## config.mk

```make
export PLATFORM = sky130hd
export DESIGN_NAME = ixu_bundle_encoder
export DESIGN_NICKNAME = d
export VERILOG_FILES = /design/src/rtl/ixu_bundle_encoder.sv
export SDC_FILE = /design/constraint.sdc
export NUM_CORES = 1
export LEC_CHECK = 0
export ABC_AREA = 1
export CORE_UTILIZATION = 35
export DETAILED_ROUTE_END_ITERATION = 7
export PLACE_DENSITY = 0.61
export SYNTH_ARGS = -nofsm -noshare
export SYNTH_HDL_FRONTEND = slang
export SYNTH_SLANG_ARGS = --single-unit
```

## constraint.sdc

```tcl
create_clock -name clk -period 4.4 [get_ports clk]
set_input_delay 0.66 -clock clk [delete_from_list [all_inputs] [get_ports clk]]
set_output_delay 0.66 -clock clk [all_outputs]
set_load 0.03 [all_outputs]
```

## src/rtl/ixu_bundle_encoder.sv

```systemverilog
// Encodes ALU micro-ops into RV32 R/I-type words and packs them into SLOTS-wide NOP-padded bundles.
// Optional idle-timeout bundle close is enabled by defining IXU_ENC_TIMEOUT_EN.
module ixu_bundle_encoder #(
    parameter int SLOTS   = 4,
    parameter int TIMEOUT = 8
) (
    input  logic                       clk,
    input  logic                       rst,
    input  logic                       in_valid,
    output logic                       in_ready,
    input  logic [3:0]                 in_op,
    input  logic                       in_is_imm,
    input  logic                       in_is_nop,
    input  logic [4:0]                 in_rs1,
    input  logic [4:0]                 in_rs2,
    input  logic [4:0]                 in_rd,
    input  logic [11:0]                in_imm,
    input  logic                       flush,
    output logic                       bundle_valid,
    input  logic                       bundle_ready,
    output logic [32*SLOTS-1:0]        bundle_data,
    output logic [$clog2(SLOTS+1)-1:0] bundle_count,
    output logic                       err_illegal
);
    localparam int CW = $clog2(SLOTS + 1);

    logic [SLOTS-1:0][31:0] acc, merged, bdata;
    logic [CW-1:0]          cnt, cnt_after;
    logic                   flush_pend;
    logic                   accept, out_free, close_req, do_close, timeout_hit;
    logic [2:0]             funct3;
    logic [6:0]             funct7;
    logic                   is_shift, illegal;
    logic [31:0]            word;

    always_comb begin
        funct3 = 3'd0;
        case (in_op)
            4'd0, 4'd1: funct3 = 3'd0;
            4'd5:       funct3 = 3'd1;
            4'd8:       funct3 = 3'd2;
            4'd9:       funct3 = 3'd3;
            4'd2:       funct3 = 3'd4;
            4'd6, 4'd7: funct3 = 3'd5;
            4'd3:       funct3 = 3'd6;
            4'd4:       funct3 = 3'd7;
            default:    funct3 = 3'd0;
        endcase
        funct7   = (in_op == 4'd1 || in_op == 4'd7) ? 7'h20 : 7'h00;
        is_shift = (in_op == 4'd5 || in_op == 4'd6 || in_op == 4'd7);
        illegal  = (in_op > 4'd9) || (in_op == 4'd1 && in_is_imm);
        if (in_is_nop || illegal)
            word = 32'h0;
        else if (!in_is_imm)
            word = {funct7, in_rs2, in_rs1, funct3, in_rd, 7'b0110011};
        else if (is_shift)
            word = {funct7, in_imm[4:0], in_rs1, funct3, in_rd, 7'b0010011};
        else
            word = {in_imm, in_rs1, funct3, in_rd, 7'b0010011};
    end

    assign in_ready  = (cnt < CW'(SLOTS));
    assign accept    = in_valid && in_ready;
    assign cnt_after = cnt + CW'(accept);
    assign out_free  = !bundle_valid || bundle_ready;

    // Same-cycle word is merged so a full or flushed bundle leaves without an extra cycle.
    for (genvar k = 0; k < SLOTS; k++) begin : g_slot
        assign merged[k] = (accept && cnt == CW'(k)) ? word : acc[k];
    end

`ifdef IXU_ENC_TIMEOUT_EN
    localparam int IW = $clog2(TIMEOUT + 1);
    logic [IW-1:0] idle;

    // Fires on the TIMEOUT-th consecutive idle cycle so the close lands on that edge.
    assign timeout_hit = !accept && (cnt != '0) && (idle >= IW'(TIMEOUT - 1));

    always_ff @(posedge clk) begin
        if (rst || accept || do_close)
            idle <= '0;
        else if (cnt != '0 && idle != IW'(TIMEOUT))
            idle <= idle + 1'b1;
    end
`else
    assign timeout_hit = 1'b0;
`endif

    assign close_req = (cnt_after == CW'(SLOTS)) ||
                       ((flush || flush_pend) && cnt_after != '0) ||
                       timeout_hit;
    assign do_close  = close_req && out_free;

    always_ff @(posedge clk) begin
        if (rst) begin
            acc          <= '0;
            cnt          <= '0;
            flush_pend   <= 1'b0;
            bdata        <= '0;
            bundle_count <= '0;
            bundle_valid <= 1'b0;
            err_illegal  <= 1'b0;
        end else begin
            err_illegal <= accept && illegal && !in_is_nop;
            if (do_close) begin
                bdata        <= merged;
                bundle_count <= cnt_after;
                bundle_valid <= 1'b1;
                acc          <= '0;
                cnt          <= '0;
                flush_pend   <= 1'b0;
            end else begin
                acc <= merged;
                cnt <= cnt_after;
                if ((flush || timeout_hit) && cnt_after != '0)
                    flush_pend <= 1'b1;
                if (bundle_valid && bundle_ready)
                    bundle_valid <= 1'b0;
            end
        end
    end

    assign bundle_data = bdata;
endmodule

```

==> flow_summary.json <==
{
  "grt_first_pass_wirelength_um": 41210,
  "powerDensity_nw_per_um2": 418.6,
  "gp_congestion": 0.8674,
  "drt_pass1_iterations": 5,
  "drt-initial-drc-count": 574,
  "worstPathCellList": "clkdlybuf4s50_1 -> nand2_1 -> inv_1 -> ha_1 -> ha_1 -> inv_1 -> nand2_1 -> o21ai_0 -> o21ai_2 -> nand2_2 -> nand2_2 -> inv_6 -> buf_4 -> and2_1",
  "die_height_um": 168.2,
  "clkPwrFrac_pct": 44.3,
  "cts_max_level": 1,
  "fp.dieW_um": 168.2,
  "routedWlPerCell_um": 14.67,
  "ir_drop_mv": 0.2221,
  "cts-hold-fix-buffers": 0,
  "ys_types": 24,
  "clk_pin_slew_worst_paths_ns": 0.06,
  "crit_arrival_ns": 3.39,
  "holdCritStartpoint": "bundle_data[1]",
  "synth.most_common_cell": "nand2_1",
  "ant_nets": 0,
  "synth-edff-count": 0,
  "rsz0062_at_grt": "false",
  "ys_seq_elements": 265,
  "worst_pin_slew_ns": 0.8376,
  "synth_commonest_cells": "nand2_1 (629), dfxtp_1 (265), and2_1 (68), o21ai_0 (54), a21oi_1 (49)",
  "ios": 172,
  "cts_setup_buffers": 0,
  "crit_cells": 14,
  "viasPerCell": 4.562,
  "syn_to_final_growth_pct": 28.59,
  "dpl-instance-area_um2": 11520,
  "synthesis.area_um2": 9663,
  "drt-total-wl_um": 25940,
  "seq_power_share_pct": 47.0,
  "fin_nets": 1447,
  "groute.usage.overall_pct": 18.27,
  "p_sw_w": 0.001303,
  "fin_skew_ns": 0.01191,
  "register_area_um2": 5305,
  "grt_remaining_overflow": 0,
  "synth_cells": 1264,
  "root_buffer": "clkbuf_16",
  "start_util_pct": 35.75,
  "slew_violations": 0,
  "cpPeakStageDelay_ns": 0.48,
  "finalInstanceArea_um2": 12430,
  "syn_avg_cell_area_um2": 7.645,
  "cts_buffer_depth": 3,
  "dpl.hpwl_um": 17130,
  "diodes": 0,
  "coreArea_um2": 27030,
  "insertion_delay_ns": 0.52,
  "reg2reg_from": "cnt[2]",
  "num_rows": 60,
  "power.leakage_nw": 5.491,
  "place.port_buffers": 171,
  "whs_path_depth": 2,
  "switching_share_pct": 25.05,
  "min_period_ns": 2.925,
  "final-hold-violation-count": 0,
  "n_fill_cell": 2717,
  "tns_ns": 0,
  "slowest_stage": "inv_6",
  "antenna_found_initial": 0,
  "ys.flop_type": "dfxtp_1",
  "critPathMaxFanout": 87,
  "combPwrFrac_pct": 8.6,
  "dieArea_um2": 28280,
  "yosysTopAreaCell": "dfxtp_1",
  "grt_pass1_vias": 7595,
  "maxSlewHeadroom_pct": 44.08,
  "synth_top_area_share_pct": 54.90,
  "max_freq_mhz": 341.9,
  "tritoncts": "built",
  "end_kind": "register",
  "ys_seq_area_share_pct": 54.90,
  "hold_class": "register to register",
  "synthArstFlopShare_pct": 0,
  "startpoint": "in_valid",
  "syn-num-nets": 1304,
  "finalSetupViolations": 0,
  "drive_gt1_share_pct": 5.186,
  "synth.area.top_cells": "dfxtp_1 (55%), nand2_1 (24%), and2_1 (4.4%)",
  "post_cts_resized": 0,
  "ys_warn_count": 0,
  "drc": 0,
  "clock_sinks": 265,
  "cap_violations": 0,
  "period_share_pct": 66.47,
  "worstRegToRegCells": 14,
  "worstSetupStartpointType": "input port",
  "numCtsBuffers": 27,
  "multi_input_area_um2": 3814,
  "critPathTopFamily": "buffers and inverters",
  "internal_power_w": 0.003898,
  "crit_buf_inv": 5,
  "status": "completed",
  "required_ns": 4.86,
  "grt_max_degree": 88,
  "critPathKind": "input port to register",
  "via_count": 8066
}
==> final cells by class <==
class,count,area share [%]
clock buffers,35,6.163
repair buffers,184,14.86
multi-input cells,896,30.69
inverters,33,1.057
well taps,341,3.434
flip-flops and latches,265,42.69
clock inverters,14,1.098
==> metal layers <==
| metal | track usage, % | part of all wire [%] |
|---|---|---|
| met3 | 3.315 | 5.5 |
| met2 | 29.18 | 45 |
| met1 | 25.28 | 48 |
| met5 | 0 | 0 |
| met4 | 4.980 | 1.8 |
==> sequential cells by signal, summed over array words and instances (netlist names) <==
register,flops
flush_pend,1
err_illegal,1
bundle_valid,1
bundle_count,3
acc,128
cnt,3
bundle_data,128
==> power groups by stage <==
stage               Clock (W)  Sequential (W)  Combinational (W)
floorplan                   0         0.00253           0.000285
finish                0.00231         0.00244           0.000450
global route          0.00246         0.00245           0.000492
detailed placement          0         0.00250           0.000450
global placement            0         0.00250           0.000449
CTS                   0.00235         0.00245           0.000453
==> tightest hold or removal path: cells and delay by family, from the launching register on <==
kind	cells	cell delay, ns
simple gates	2	0.10
flops	1	0.31
==> cell families after synthesis <==
group / synth area share (%)
xor+xnor: 0.09065
buf+inv: 5.633
flops: 54.90
fa+ha+maj: 0.2589
simple gates: 32.71
compound gates: 6.409
==> cells in the final DEF (no fill, tap or decap), types with 6 or more instances in the layout <==
cell,n
a21oi_1,49
and2_1,68
buf_4,10
clkbuf_16,27
clkbuf_8,6
clkdlybuf4s50_1,171
clkinv_2,6
dfxtp_1,265
inv_1,26
nand2_1,629
nand3_1,18
nand4_1,17
nor2_1,27
o21ai_0,54
o21ai_1,19
==> worst paths after layout <==
check,slack (ns),to
max,1.48,acc[11]
min,0.45,bundle_data[1]
max reg2reg,1.64,acc[11]
min reg2reg,0.45,bundle_data[1]
==> per-stage QoR <==
step	utilization (%)	hold WS (ns)	power (W)	cells	worst slack [ns]
after floorplan	-	0.4223	0.002810	1264	2.054
after global placement	42.64	0.4302	0.002948	1719	1.009
after detailed placement	42.64	0.4337	0.002949	1719	0.9623
after CTS	45.98	0.4481	0.005250	1768	1.491
after global routing	45.98	0.4675	0.005399	1768	1.196
final	45.98	0.4460	0.005201	1768	1.475
Power figures use the tool's default switching activity.
